## src/rtl/egg_countdown.sv

```systemverilog
// BCD MM:SS countdown driven by the egg-timer controller's run level and 1 Hz toggle.
// Optional ALARM_BEEP_EN: pulse the alarm output at the sec_clk rate instead of a steady level.
module egg_countdown #(
  parameter int unsigned ALARM_TICKS  = 10,
  parameter int unsigned MAX_MIN_TENS = 5
) (
  input  logic        clk,
  input  logic        rst,
  input  logic        is_counting,
  input  logic        sec_clk,
  input  logic        load,
  input  logic [15:0] preset,
  output logic [15:0] digits,
  output logic        running,
  output logic        done,
  output logic        alarm
);

  localparam int unsigned DW = 4;
  localparam int unsigned TW = 4 * DW;
  localparam int unsigned CW = 8;

  typedef enum logic [1:0] {
    IDLE = 2'd0,
    RUN  = 2'd1,
    DONE = 2'd2
  } state_e;

  state_e          state_q, state_d;
  logic [TW-1:0]   digits_q, digits_d;
  logic            alarm_q, alarm_d;
  logic [CW-1:0]   alarm_cnt_q, alarm_cnt_d;
  logic            sec_clk_q;
  logic            tick_c;
  logic [TW-1:0]   dec_c;

  // Saturate each preset digit to its legal BCD range.
  function automatic logic [TW-1:0] clamp_preset(input logic [TW-1:0] p);
    logic [DW-1:0] m1, m0, s1, s0;
    m1 = p[15:12];
    m0 = p[11:8];
    s1 = p[7:4];
    s0 = p[3:0];
    if (m1 > DW'(9))            m1 = DW'(9);
    if (m1 > DW'(MAX_MIN_TENS)) m1 = DW'(MAX_MIN_TENS);
    if (m0 > DW'(9))            m0 = DW'(9);
    if (s1 > DW'(5))            s1 = DW'(5);
    if (s0 > DW'(9))            s0 = DW'(9);
    return {m1, m0, s1, s0};
  endfunction

  // One-second BCD decrement; each digit wraps and borrows from the next.
  function automatic logic [TW-1:0] bcd_dec(input logic [TW-1:0] t);
    logic [DW-1:0] m1, m0, s1, s0;
    m1 = t[15:12];
    m0 = t[11:8];
    s1 = t[7:4];
    s0 = t[3:0];
    if (s0 != '0) begin
      s0 = s0 - DW'(1);
    end else begin
      s0 = DW'(9);
      if (s1 != '0) begin
        s1 = s1 - DW'(1);
      end else begin
        s1 = DW'(5);
        if (m0 != '0) begin
          m0 = m0 - DW'(1);
        end else begin
          m0 = DW'(9);
          m1 = m1 - DW'(1);
        end
      end
    end
    return {m1, m0, s1, s0};
  endfunction

  assign tick_c = sec_clk & ~sec_clk_q;
  assign dec_c  = bcd_dec(digits_q);

  always_ff @(posedge clk or negedge rst) begin
    if (!rst) begin
      state_q     <= IDLE;
      digits_q    <= '0;
      alarm_q     <= 1'b0;
      alarm_cnt_q <= '0;
      sec_clk_q   <= 1'b0;
    end else begin
      state_q     <= state_d;
      digits_q    <= digits_d;
      alarm_q     <= alarm_d;
      alarm_cnt_q <= alarm_cnt_d;
      sec_clk_q   <= sec_clk;
    end
  end

  always_comb begin
    state_d     = state_q;
    digits_d    = digits_q;
    alarm_d     = alarm_q;
    alarm_cnt_d = alarm_cnt_q;
    case (state_q)
      IDLE: begin
        if (load) begin
          digits_d = clamp_preset(preset);
        end else if (is_counting) begin
          if (digits_q != '0) begin
            state_d = RUN;
          end else begin
            state_d     = DONE;
            alarm_d     = 1'b1;
            alarm_cnt_d = '0;
          end
        end
      end
      RUN: begin
        // Losing the run level wins over a coincident tick.
        if (!is_counting) begin
          state_d = IDLE;
        end else if (tick_c) begin
          digits_d = dec_c;
          if (dec_c == '0) begin
            state_d     = DONE;
            alarm_d     = 1'b1;
            alarm_cnt_d = '0;
          end
        end
      end
      DONE: begin
        if (!is_counting) begin
          state_d = IDLE;
          alarm_d = 1'b0;
        end else if (tick_c && alarm_q) begin
          alarm_cnt_d = alarm_cnt_q + CW'(1);
          if (alarm_cnt_q == CW'(ALARM_TICKS - 1)) alarm_d = 1'b0;
        end
      end
      default: begin
        state_d = IDLE;
      end
    endcase
  end

  assign digits  = digits_q;
  assign running = (state_q == RUN);
  assign done    = (state_q == DONE);

`ifdef ALARM_BEEP_EN
  assign alarm = alarm_q & sec_clk_q;
`else
  assign alarm = alarm_q;
`endif

endmodule

```

## config.mk

```make
export PLATFORM = sky130hd
export DESIGN_NAME = egg_countdown
export DESIGN_NICKNAME = d
export VERILOG_FILES = /design/src/rtl/egg_countdown.sv
export SDC_FILE = /design/constraint.sdc
export NUM_CORES = 1
export LEC_CHECK = 0
export ABC_AREA = 1
export CAP_MARGIN = 15
export CORE_ASPECT_RATIO = 0.6
export CORE_UTILIZATION = 47
export CTS_CLUSTER_DIAMETER = 120
export CTS_CLUSTER_SIZE = 8
export DETAILED_ROUTE_END_ITERATION = 8
export HOLD_SLACK_MARGIN = 0.08
export PLACE_DENSITY = 0.77
export SETUP_SLACK_MARGIN = 0.5
export SKIP_CTS_REPAIR_TIMING = 1
export SLEW_MARGIN = 20
export SYNTH_ARGS = -nofsm -noshare
export SYNTH_HDL_FRONTEND = slang
export SYNTH_SLANG_ARGS = --single-unit
export TNS_END_PERCENT = 30
```

## constraint.sdc

```tcl
create_clock -name clk -period 1.6 [get_ports clk]
set_input_delay 0.32 -clock clk [delete_from_list [all_inputs] [get_ports clk]]
set_output_delay 0.32 -clock clk [all_outputs]
set_load 0.1 [all_outputs]
```

==> impl.org <==
** Drt
- Detailed-routing iteration count for the pre-antenna-repair pass :: 7
- Remaining routing DRC violations :: 0
- For this block, the routed nets add up to 7870 um of wire.
- Post-DR vias/cell :: 6.04
- Antenna-violating nets left :: 0
- Number of DRC violations after detailed-routing iteration 0 :: 326
- Detailed routing inserted a total of 2520 vias.
- After detailed routing, the average wire length per cell comes to 18.9 um.

** Floorplanning
- The die is 86.0 um wide.
- The core region is 0.00385 mm^2.
- The floorplan step set the die height to 52.4 um.
- The die covers 0.00450 mm^2.
- Number of rows created at floorplan :: 17
- Once the floorplan was initialized, standard cells occupied 51.6% of the core.
- Top Ports :: 40

** GRT
- The total overflow left after global routing is 0.
- In the global route stage, met3 resource usage came out at 4.72%.
- Wire length of the first global-routing pass :: 10600 um
- The via count of the first global-routing pass was 2245.
- In this run the most used layer during global routing was met2.
- The initial antenna violation count came to 0.
- Pin count of the biggest net entering global routing :: 29
- Global routing consumed, on the met1 layer, 43.0% of the routing resources.
- GRT met2 Usage :: 51.5%
- For this run, the total global-route usage over all layers was measured as 31.3%.

** Setup path
- The setup path with the least slack is of type reg2reg.
- Of all nets on the critical path, the largest fanout is 5.
- Data on the critical path arrives at its endpoint at 2.39 ns.
- Walking the worst path, the cells encountered are nor2_4 -> nand2_4 -> nor2_8 -> nand2_4 -> clkinv_4 -> nand4_1 -> buf_4 -> o22ai_1 -> nand3_1 -> nand2_1.
- The worst register-to-register path begins at digits[3].
- For flop-to-flop paths, the worst setup slack is -0.57 ns.
- Number of buffer and inverter instances along the worst setup path :: 2
- In this design, the stage delay of the slowest critical-path cell is 0.51 ns.
- The worst register-to-register path has a depth of 10.
- The worst setup path is launched from a flop.
- The endpoint identified for the worst register-to-register timing path is state_q[1].
- Data required time at the worst endpoint :: 1.83 ns
- The worst setup path is captured at a flop.
- Family with the most delay on the worst path :: simple AND/OR/NAND/NOR gates
- The largest individual stage delay along the critical path comes from the cell dfrtp_4.
- The cell that appears most often on the critical path is nand2_4.

** Yosys
- By count the netlist is led by 54 x nand2_1, 28 x dfrtp_1, 28 x inv_1.
- The number of different library cells used by synthesis comes to 38.
- Each instance of the synthesized netlist takes up on average 7.53 um^2.
- In the synthesized netlist the async set-or-reset flop fraction comes to 100%.
- EDFF count, synth :: 0
- Synth Register Bits :: 28
- Sequential-to-total area share from yosys stat :: 35.2%
- Yosys printed 0 warnings.
- Main flop type after synthesis :: dfrtp_1
- Post-Synthesis Net Count :: 289
- After technology mapping, the gate count stands at 264.
- Yosys attributes the largest share of cell area to dfrtp_1 35%, nand2_1 10%, inv_1 5.3%.
- The mapped netlist covers 0.00199 mm^2.
- Cell taking the most area after synthesis :: dfrtp_1
- Summed over its instances, the top area cell type makes up 35.2% of the synthesized netlist area.
- Most repeated cell in the gate-level netlist after synthesis :: nand2_1

** CTS
- Number of H-tree branching levels :: 1
- TritonCTS buffer count :: 3
- Worst-skew pair later-pin latency :: 0.29 ns
- Clock tree synthesis selected as its root buffer the cell clkbuf_8.
- Number of sinks on the clock net :: 28
- TritonCTS built the clock tree.
- Counting along the longest clock path gives a buffer depth of 2.
- Register clock-pin slew on the reported worst setup and hold paths :: 0.11 ns

** Run status
- The checks that failed: setup timing.
- Outcome :: complete, but fails checks

** Timing
- Final Max Slew Viols :: 0
- Measured against its own limit, the worst slew margin works out to 72.6%.
- Aggregate negative setup slack :: -6.18 ns
- The hold violation count in the final report was 0.
- Setup repair after global routing could not meet its margin everywhere.
- Maximum clock rate :: 0.461 GHz
- At the pin with the least slew margin, the transition time is 0.406 ns.
- Post-route fraction of the period consumed by the critical path :: 135%
- Minimum clock period after layout :: 2.17 ns
- On the final layout, the worst clock skew is 0.00196 ns.
- Final-report setup violation count :: 22
- Final setup slack of the worst path :: -0.567 ns

** Placed design
- At the placement stage, the worst setup path has a slack of -0.441 ns.
- The count of buffers added on input and output ports is 39.
- Inst Count DP :: 407
- At the end of routability-driven placement, the weighted congestion stood at 0.857.
- Total half-perimeter wirelength after legalization and detailed placement :: 4900 um

** Layout
- Cells with a size suffix above 1 make up 40.3% of the layout.
- After the flow finishes, the layout carries non-filler instances totaling 417.
- 0 antenna diodes ended up in the layout.
- In the final design database the tool counted 386 nets.
- Area delta synth->final :: 68.3%
- At the end of the flow the core is filled with cells to 86.9%.
- Filler instances :: 194

** Pwr
- Dividing total power by cell area gives a power density of 2400 mW/mm^2.
- Highest ir drop seen on vdd :: 1930 uV
- The analysis attributes to cell leakage a power of 0.00153 uW.

** Worst hold path
- Class of the tightest hold or removal check :: in2async

** Job
- Max-Cap Viols :: 0
-- worst max path at each step --
stage	from	end	slack, ns	cells after the start
2_1_floorplan	digits[2]	alarm	-0.42	13
3_3_place_gp	sec_clk	alarm_cnt_q[7]	-0.43	10
3_5_place_dp	sec_clk	digits[13]	-0.44	9
4_1_cts	digits[7]	alarm_cnt_q[7]	-0.36	12
5_1_grt	digits[3]	alarm_cnt_q[5]	-0.58	12
6_report	digits[3]	state_q[1]	-0.57	10
-- registers in the layout, summed over array words and instances (netlist names) --
register / cells
alarm: 1
alarm_cnt_q: 8
digits: 16
sec_clk_q: 1
state_q: 2
-- kinds of logic after synthesis --
kind of cell,after synthesis,share of synthesized area [%]
simple gates,143,37.9
compound gates,42,12.9
buf+inv,41,8.75
flops,28,35.2
xor+xnor,6,2.64
fa+ha+maj,4,2.52
-- layout make-up --
class                      instances  area [um^2]  area share, %
multi-input combinational        196         1230           36.8
timing repair buffer              97         1110           33.2
sequential                        28          741           22.1
inverter                          35          139           4.15
tap                               57         71.3           2.13
clock buffer                       4         55.1           1.65
-- where the power goes --
part / leakage [uW] / internal, uW / switching [uW]
Sequential: 0.000344 / 1010 / 275
Combinational: 0.00115 / 2420 / 3860
Clock: 0.0000288 / 222 / 258
-- per-stage QoR --
step	hold WS (ns)	instance area [um^2]	power [uW]
after floorplan	0.0244	2070	4520
after global placement	0.488	3100	6750
after detailed placement	0.499	3100	6880
after CTS	0.421	3150	7390
after global routing	0.442	3350	8310
final	0.403	3350	8040
-- placed cells by master (no fill, tap or decap), types with 2 or more instances in the layout --
cell / synthesis / routed
nand2_2: 3 / 11
nand3_1: 16 / 15
o21ai_0: 14 / 10
o21ai_1: 0 / 3
ha_1: 4 / 4
dfrtp_4: 0 / 9
o221ai_1: 4 / 4
dfrtp_2: 0 / 5
inv_1: 28 / 27
buf_6: 0 / 15
nor2_4: 6 / 11
nor3b_1: 2 / 2
nor3_1: 7 / 5
nand2_4: 3 / 4
buf_12: 1 / 22
clkdlybuf4s50_1: 0 / 20
buf_4: 0 / 40
dfrtp_1: 28 / 14
nand2_1: 54 / 45
o22ai_1: 5 / 4
a21oi_1: 11 / 10
o311ai_0: 2 / 2
clkbuf_8: 0 / 4
inv_2: 5 / 6
nor2_1: 26 / 20
nand4_1: 16 / 16
xor2_1: 5 / 5
nor2_2: 2 / 4
nand3_2: 3 / 4
nor3_2: 1 / 2
-- metal layers --
layer	up-vias	wire [um]
li1	1084	-
met1	1203	3090
met2	200	3690
met3	33	847
met4	0	248
met5	-	0
No activity file was read; power rests on OpenSTA's default activity.
